$ cat src/rtl/kmeans_regfile_gen.sv
// APB register file in front of the k-means core: control/status, indirect RAM
// write port, threshold and centroid registers shared with the running core.
module kmeans_regfile_gen #(
    parameter int ADDR_W     = 9,
    parameter int DATA_W     = 91,
    parameter int NUM_CENT   = 8,
    parameter int RAM_ADDR_W = 9,
    parameter int THR_W      = 16,
    parameter int IDX_W      = 4
) (
    input  logic                  clk,
    input  logic                  rst_n,
    input  logic [ADDR_W-1:0]     paddr,
    input  logic                  psel,
    input  logic                  penable,
    input  logic                  pwrite,
    input  logic [DATA_W-1:0]     pwdata,
    output logic [DATA_W-1:0]     prdata,
    output logic                  pready,
    output logic                  pslverr,
    output logic                  irq,
    output logic                  core_go,
    input  logic                  core_done,
    input  logic [IDX_W-1:0]      core_idx,
    input  logic                  core_we,
    input  logic [DATA_W-1:0]     core_wdata,
    output logic [DATA_W-1:0]     core_rdata,
    output logic                  ram_cs_n,
    output logic                  ram_we_n,
    output logic [RAM_ADDR_W-1:0] ram_addr,
    output logic [DATA_W-1:0]     ram_wdata,
    output logic [RAM_ADDR_W-1:0] first_addr,
    output logic [RAM_ADDR_W-1:0] last_addr,
    output logic [THR_W-1:0]      threshold
);
    localparam logic [ADDR_W-1:0] A_STATUS   = ADDR_W'(0);
    localparam logic [ADDR_W-1:0] A_CTRL     = ADDR_W'(1);
    localparam logic [ADDR_W-1:0] A_RAM_ADDR = ADDR_W'(2);
    localparam logic [ADDR_W-1:0] A_RAM_DATA = ADDR_W'(3);
    localparam logic [ADDR_W-1:0] A_FIRST    = ADDR_W'(4);
    localparam logic [ADDR_W-1:0] A_LAST     = ADDR_W'(5);
    localparam logic [ADDR_W-1:0] A_THR      = ADDR_W'(6);
    localparam int                CENT_BASE  = 8;

    typedef enum logic [1:0] {S_IDLE, S_ACC, S_RESP} apb_state_e;
    apb_state_e state_q, state_d;

    logic                  busy_q, busy_d, done_q, done_d;
    logic                  irq_en_q, auto_inc_q;
    logic [RAM_ADDR_W-1:0] ram_ptr_q, ram_addr_q, first_q, last_q;
    logic [DATA_W-1:0]     ram_wdata_q;
    logic                  ram_cs_n_q, ram_we_n_q;
    logic [THR_W-1:0]      thr_q;
    logic [DATA_W-1:0]     cent_q [NUM_CENT];
    logic [DATA_W-1:0]     core_rdata_q, core_rd_d;
    logic [DATA_W-1:0]     prdata_q, rd_val;
    logic                  pready_q, pslverr_q;
    logic                  mapped, wr_err, acc_err, fire, do_wr, ram_wr;
    logic                  go_wr, clr_wr;
    logic [NUM_CENT-1:0]   cent_hit;

    // APB: setup (psel & ~penable) moves IDLE->ACC; the access is performed on the
    // ACC edge with psel & penable, and pready is then high for exactly one cycle.
    always_comb begin
        state_d = state_q;
        case (state_q)
            S_IDLE:  if (psel && !penable) state_d = S_ACC;
            S_ACC:   if (!psel) state_d = S_IDLE;
                     else if (penable) state_d = S_RESP;
            S_RESP:  state_d = S_IDLE;
            default: state_d = S_IDLE;
        endcase
    end

    always_comb begin
        rd_val   = '0;
        mapped   = 1'b1;
        cent_hit = '0;
        case (paddr)
            A_STATUS:   rd_val = DATA_W'({done_q, busy_q});
            A_CTRL:     rd_val = DATA_W'({auto_inc_q, irq_en_q, 2'b00});
            A_RAM_ADDR: rd_val = DATA_W'(ram_ptr_q);
            A_RAM_DATA: rd_val = ram_wdata_q;
            A_FIRST:    rd_val = DATA_W'(first_q);
            A_LAST:     rd_val = DATA_W'(last_q);
            A_THR:      rd_val = DATA_W'(thr_q);
            default:    mapped = 1'b0;
        endcase
        for (int i = 0; i < NUM_CENT; i++) begin
            if (paddr == ADDR_W'(CENT_BASE + i)) begin
                mapped      = 1'b1;
                rd_val      = cent_q[i];
                cent_hit[i] = 1'b1;
            end
        end
    end

    always_comb begin
        core_rd_d = '0;
        for (int i = 0; i < NUM_CENT; i++) begin
            if (core_idx == IDX_W'(i)) core_rd_d = cent_q[i];
        end
    end

    // While the core runs only CTRL stays writable, so host and core never race on CENT.
    assign wr_err  = pwrite && ((paddr == A_STATUS) || (busy_q && (paddr != A_CTRL)));
    assign acc_err = !mapped || wr_err;
    assign fire    = (state_q == S_ACC) && psel && penable;
    assign do_wr   = fire && pwrite && !acc_err;
    assign ram_wr  = do_wr && (paddr == A_RAM_DATA);
    assign go_wr   = do_wr && (paddr == A_CTRL) && pwdata[0];
    assign clr_wr  = do_wr && (paddr == A_CTRL) && pwdata[1];

    // A completion in the same cycle as DONE_CLR leaves done set.
    always_comb begin
        busy_d = busy_q;
        done_d = done_q;
        if (busy_q && core_done) busy_d = 1'b0;
        else if (!busy_q && go_wr) busy_d = 1'b1;
        if (busy_q && core_done) done_d = 1'b1;
        else if (clr_wr) done_d = 1'b0;
    end

    always_ff @(posedge clk) begin
        if (!rst_n) begin
            state_q      <= S_IDLE;
            busy_q       <= 1'b0;
            done_q       <= 1'b0;
            irq_en_q     <= 1'b0;
            auto_inc_q   <= 1'b0;
            ram_ptr_q    <= '0;
            ram_addr_q   <= '0;
            ram_wdata_q  <= '0;
            ram_cs_n_q   <= 1'b1;
            ram_we_n_q   <= 1'b1;
            first_q      <= '0;
            last_q       <= '0;
            thr_q        <= '0;
            core_rdata_q <= '0;
            prdata_q     <= '0;
            pready_q     <= 1'b0;
            pslverr_q    <= 1'b0;
            for (int i = 0; i < NUM_CENT; i++) cent_q[i] <= '0;
        end else begin
            state_q      <= state_d;
            busy_q       <= busy_d;
            done_q       <= done_d;
            core_rdata_q <= core_rd_d;
            ram_cs_n_q   <= !ram_wr;
            ram_we_n_q   <= !ram_wr;
            if (fire) begin
                pready_q  <= 1'b1;
                pslverr_q <= acc_err;
                prdata_q  <= (pwrite || acc_err) ? '0 : rd_val;
            end else begin
                pready_q  <= 1'b0;
                pslverr_q <= 1'b0;
                prdata_q  <= '0;
            end
            if (do_wr && (paddr == A_CTRL)) begin
                irq_en_q   <= pwdata[2];
                auto_inc_q <= pwdata[3];
            end
            if (do_wr && (paddr == A_RAM_ADDR)) ram_ptr_q <= pwdata[RAM_ADDR_W-1:0];
            if (ram_wr) begin
                ram_addr_q  <= ram_ptr_q;
                ram_wdata_q <= pwdata;
                if (auto_inc_q) ram_ptr_q <= ram_ptr_q + RAM_ADDR_W'(1);
            end
            if (do_wr && (paddr == A_FIRST)) first_q <= pwdata[RAM_ADDR_W-1:0];
            if (do_wr && (paddr == A_LAST))  last_q  <= pwdata[RAM_ADDR_W-1:0];
            if (do_wr && (paddr == A_THR))   thr_q   <= pwdata[THR_W-1:0];
            for (int i = 0; i < NUM_CENT; i++) begin
                if (do_wr && cent_hit[i]) cent_q[i] <= pwdata;
                else if (busy_q && core_we && (core_idx == IDX_W'(i))) cent_q[i] <= core_wdata;
            end
        end
    end

    assign prdata     = prdata_q;
    assign pready     = pready_q;
    assign pslverr    = pslverr_q;
    assign irq        = done_q & irq_en_q;
    assign core_go    = busy_q;
    assign core_rdata = core_rdata_q;
    assign ram_cs_n   = ram_cs_n_q;
    assign ram_we_n   = ram_we_n_q;
    assign ram_addr   = ram_addr_q;
    assign ram_wdata  = ram_wdata_q;
    assign first_addr = first_q;
    assign last_addr  = last_q;
    assign threshold  = thr_q;
endmodule

$ cat config.mk
export PLATFORM = sky130hd
export DESIGN_NAME = kmeans_regfile_gen
export DESIGN_NICKNAME = d
export VERILOG_FILES = /design/src/rtl/kmeans_regfile_gen.sv
export SDC_FILE = /design/constraint.sdc
export NUM_CORES = 2
export LEC_CHECK = 0
export CAP_MARGIN = 10
export CORE_MARGIN = 3
export CORE_UTILIZATION = 30
export DETAILED_ROUTE_END_ITERATION = 10
export GPL_TIMING_DRIVEN = 1
export PLACE_DENSITY_LB_ADDON = 0.05
export REMOVE_ABC_BUFFERS = 1
export SETUP_SLACK_MARGIN = 0.05
export SLEW_MARGIN = 20
export SYNTH_ARGS = -nofsm -noshare
export SYNTH_HDL_FRONTEND = slang
export SYNTH_SLANG_ARGS = --single-unit
$ cat constraint.sdc
create_clock -name clk -period 14.2 [get_ports clk]
set_input_delay 2.84 -clock clk [delete_from_list [all_inputs] [get_ports clk]]
set_output_delay 2.84 -clock clk [all_outputs]
set_load 0.05 [all_outputs]
==> results.toml <==
[outcome]
outcome = "completed"

[placed_design]
port_buffers = 523
placedCellCount = 7946
dp_hpwl_mm = 163
gp_congestion = 0.851
place_worst_setup_slack_ns = 5.92

[global_route]
gr-total-overflow = 0
track_usage = 0.303
use_met3 = 0.0492
grt_pass1_wl_mm = 392
busiest_layer = "met2"
grt_max_degree = 92
grt_pass1_vias = 48300
met1_usage = 0.386
globalRouteMet2Util = 0.497
antenna_found_initial = 39

[route]
drt_iter0_drc = 6015
wire_per_inst_um = 34.7
viasPerCell = 6.00
final_antenna_net_count = 0
vias = 49300
firstDrtPassIters = 6
wirelength_mm = 285
drc = 0

[yosys]
ys_seq_elements = 1062
ys.warnings.count = 0
synthesis.area_um2 = 53400
ys_top_cells_by_count = "1255 x nand2_1, 878 x o21ai_0, 728 x edfxtp_1"
synth_cell_types = 78
async_flop_share = 0
ys_top_cells_by_area = "edfxtp_1 41%, dfxtp_1 13%, nand2_1 8.8%"
avgSynthCellArea_um2 = 9.60
synth_edf_count = 728
ys.flop_type = "edfxtp_1"
synth_top_area_frac = 0.410
synth_largest_area_cell = "edfxtp_1"
synthCells = 5557
yosysSeqAreaShare = 0.535
yosysMostFrequentCell = "nand2_1"

[final_layout]
final_cells = 8220
fillers = 17600
drive_above_1_share = 0.0936
multi_input_area_um2 = 22300
final_nets = 5946
regArea_um2 = 28500
final_core_util = 0.366
area_growth_pct = 21.0

[floorplanning]
dieWidth_um = 428
die_y_um = 428
dieArea_um2 = 183000
rows = 154
initial_utilization = 0.302
core_um2 = 176000
num_io_pins = 524

[sta]
tightest_slew_ns = 1.23
slew_viol_final = 0
setup_viol = 0
rsz0062_at_grt = "no"
fin_ws_ns = 6.69
max_freq_mhz = 133
whs_ns = 0.457
skew_ns = 0.0249
finalHoldViolCount = 0
period_needed_ns = 7.51
post-route-period-util = 0.529
relSlewSlack = 0.177

[clocking]
h-tree-depth = 4
root_buffer = "clkbuf_16"
cts_resized = 0
cts_made_buffers = 135
ctsLongestPathBuffers = 3
cts_tree = "done"
cts_sinks = 1062
clock_latency_ns = 0.80
clk_pin_slew_ns = 0.06
cts_setup_buffers = 0
cts_hold_buf = 0

[setup_path]
reg2regPathDepth = 8
cp-end-kind = "register"
critical_path_class = "in -> reg"
cp_data_arrival_time_ns = 7.92
crit_fanout = 49
r2r_end = "cent_q[0][90]"
rr_startpoint = "core_go"
reg2reg_slack_ns = 9.38
crit_path_start_kind = "input pin"
required_ns = 14.60

[power]
power_density_nw_per_um2 = 118
ir_drop_mv = 0.135
p_leak_nw = 20.3
power_mw = 7.61

[worst_hold_path]
hold_end = "ram_addr[0]"
hp-start = "ram_addr[0]"
hold_depth = 2
hold_class = "reg -> reg"

[flow_run]
max_cap_viol_count = 0
critical path, stage by stage:
cell     delay [ns]
buf_6          0.39
nor2b_4        1.01
buf_4          0.94
and3_4         0.78
nor2_1         0.16
nand2_4        0.74
buf_4          0.91
per-layer routing:
| metal | share of wire | vias to the layer above |
|---|---|---|
| li1 | - | 20900 |
| met4 | 0.053 | 8 |
| met1 | 0.40 | 24900 |
| met2 | 0.47 | 2826 |
| met3 | 0.077 | 687 |
| met5 | 0.00045 | - |
worst max path at each step:
stage	slack, ns	cells after the start	to	from
after floorplan	-4.87	4	cent_q[0][182]	core_idx[3]
after global placement	5.99	7	cent_q[0][117]	core_idx[0]
after detailed placement	5.92	7	cent_q[0][161]	core_idx[0]
after CTS	6.74	7	cent_q[0][168]	core_idx[0]
after global routing	6.64	7	cent_q[0][168]	core_idx[0]
final	6.69	7	cent_q[0][149]	core_idx[0]
power breakdown:
group	total [mW]	internal, mW	leakage [nW]	switching (mW)
Clock	3.48	2.03	2.16	1.44
Sequential	3.48	3.42	10.1	0.0597
Combinational	0.652	0.172	8.05	0.481
Total	7.61	5.62	20.3	1.98
logic make-up after synthesis:
group,after synthesis,share of synthesized area
AO/OA/AOI/OAI,1994,0.239
AND/OR/NAND/NOR,1689,0.131
flip-flops,1062,0.535
buffers and inverters,616,0.0528
multiplexers,192,0.0411
XOR/XNOR,3,0.000493
adder cells (fa/ha/maj),1,0.000234
layout make-up:
type                       count  area share
clock inverter                45     0.00615
multi-input combinational   3879       0.346
antenna                       25    0.000969
sequential                  1062       0.442
tap                         2340      0.0454
inverter                      10    0.000698
timing repair buffer         655      0.0971
clock buffer                 204      0.0618
layout by cell type (no fill, tap or decap), types with 7 or more instances in the layout:
cell type        Yosys  final
nand2_1           1255   1250
o21ai_0            878    876
edfxtp_1           728    728
clkdlybuf4s50_1      0    517
dfxtp_1            334    334
a21oi_1            319    319
nor2_1             176    171
mux2i_1            147    146
clkbuf_16            0    140
buf_4              101    131
a22oi_1            125    125
a22o_1              92     92
a32o_1              91     91
o21ai_2             90     90
o221ai_1            76     76
a41oi_1             73     73
nand3_1             54     52
a31oi_1             47     47
o2bb2ai_1           40     40
nor2b_1             43     39
clkbuf_1           428     38
or3_1               37     34
a211oi_1            31     31
o22ai_1             29     29
mux2_2              26     26
diode_2              0     25
o32a_1              25     25
clkbuf_8             0     25
nand4_1             21     21
mux4_2              19     19
clkinv_2             0     15
nor3_1              21     14
clkinv_1             1     12
nand2b_1            12     11
a221oi_1            11     11
a222oi_1             9      9
o31ai_1             10      9
nor4_1              12      9
inv_6                0      9
nor3_2               2      7
metrics by stage:
step / instance area [µm²] / TNS [ns]
2_1_floorplan: 50600 / -708.87
3_5_place_dp: 60100 / 0
5_1_grt: 64500 / 0
4_1_cts: 64500 / 0
3_3_place_gp: 60100 / 0
6_report: 64500 / 0
registers in the layout, indices dropped and copies added (netlist names), 9 cells and up:
name and count:
prdata 91, cent_q 728, ram_ptr_q 9, first_addr 9, threshold 16, ram_wdata 91, core_rdata 91, last_addr 9
ram_addr 9
No activity file was read; power rests on OpenSTA's default activity.
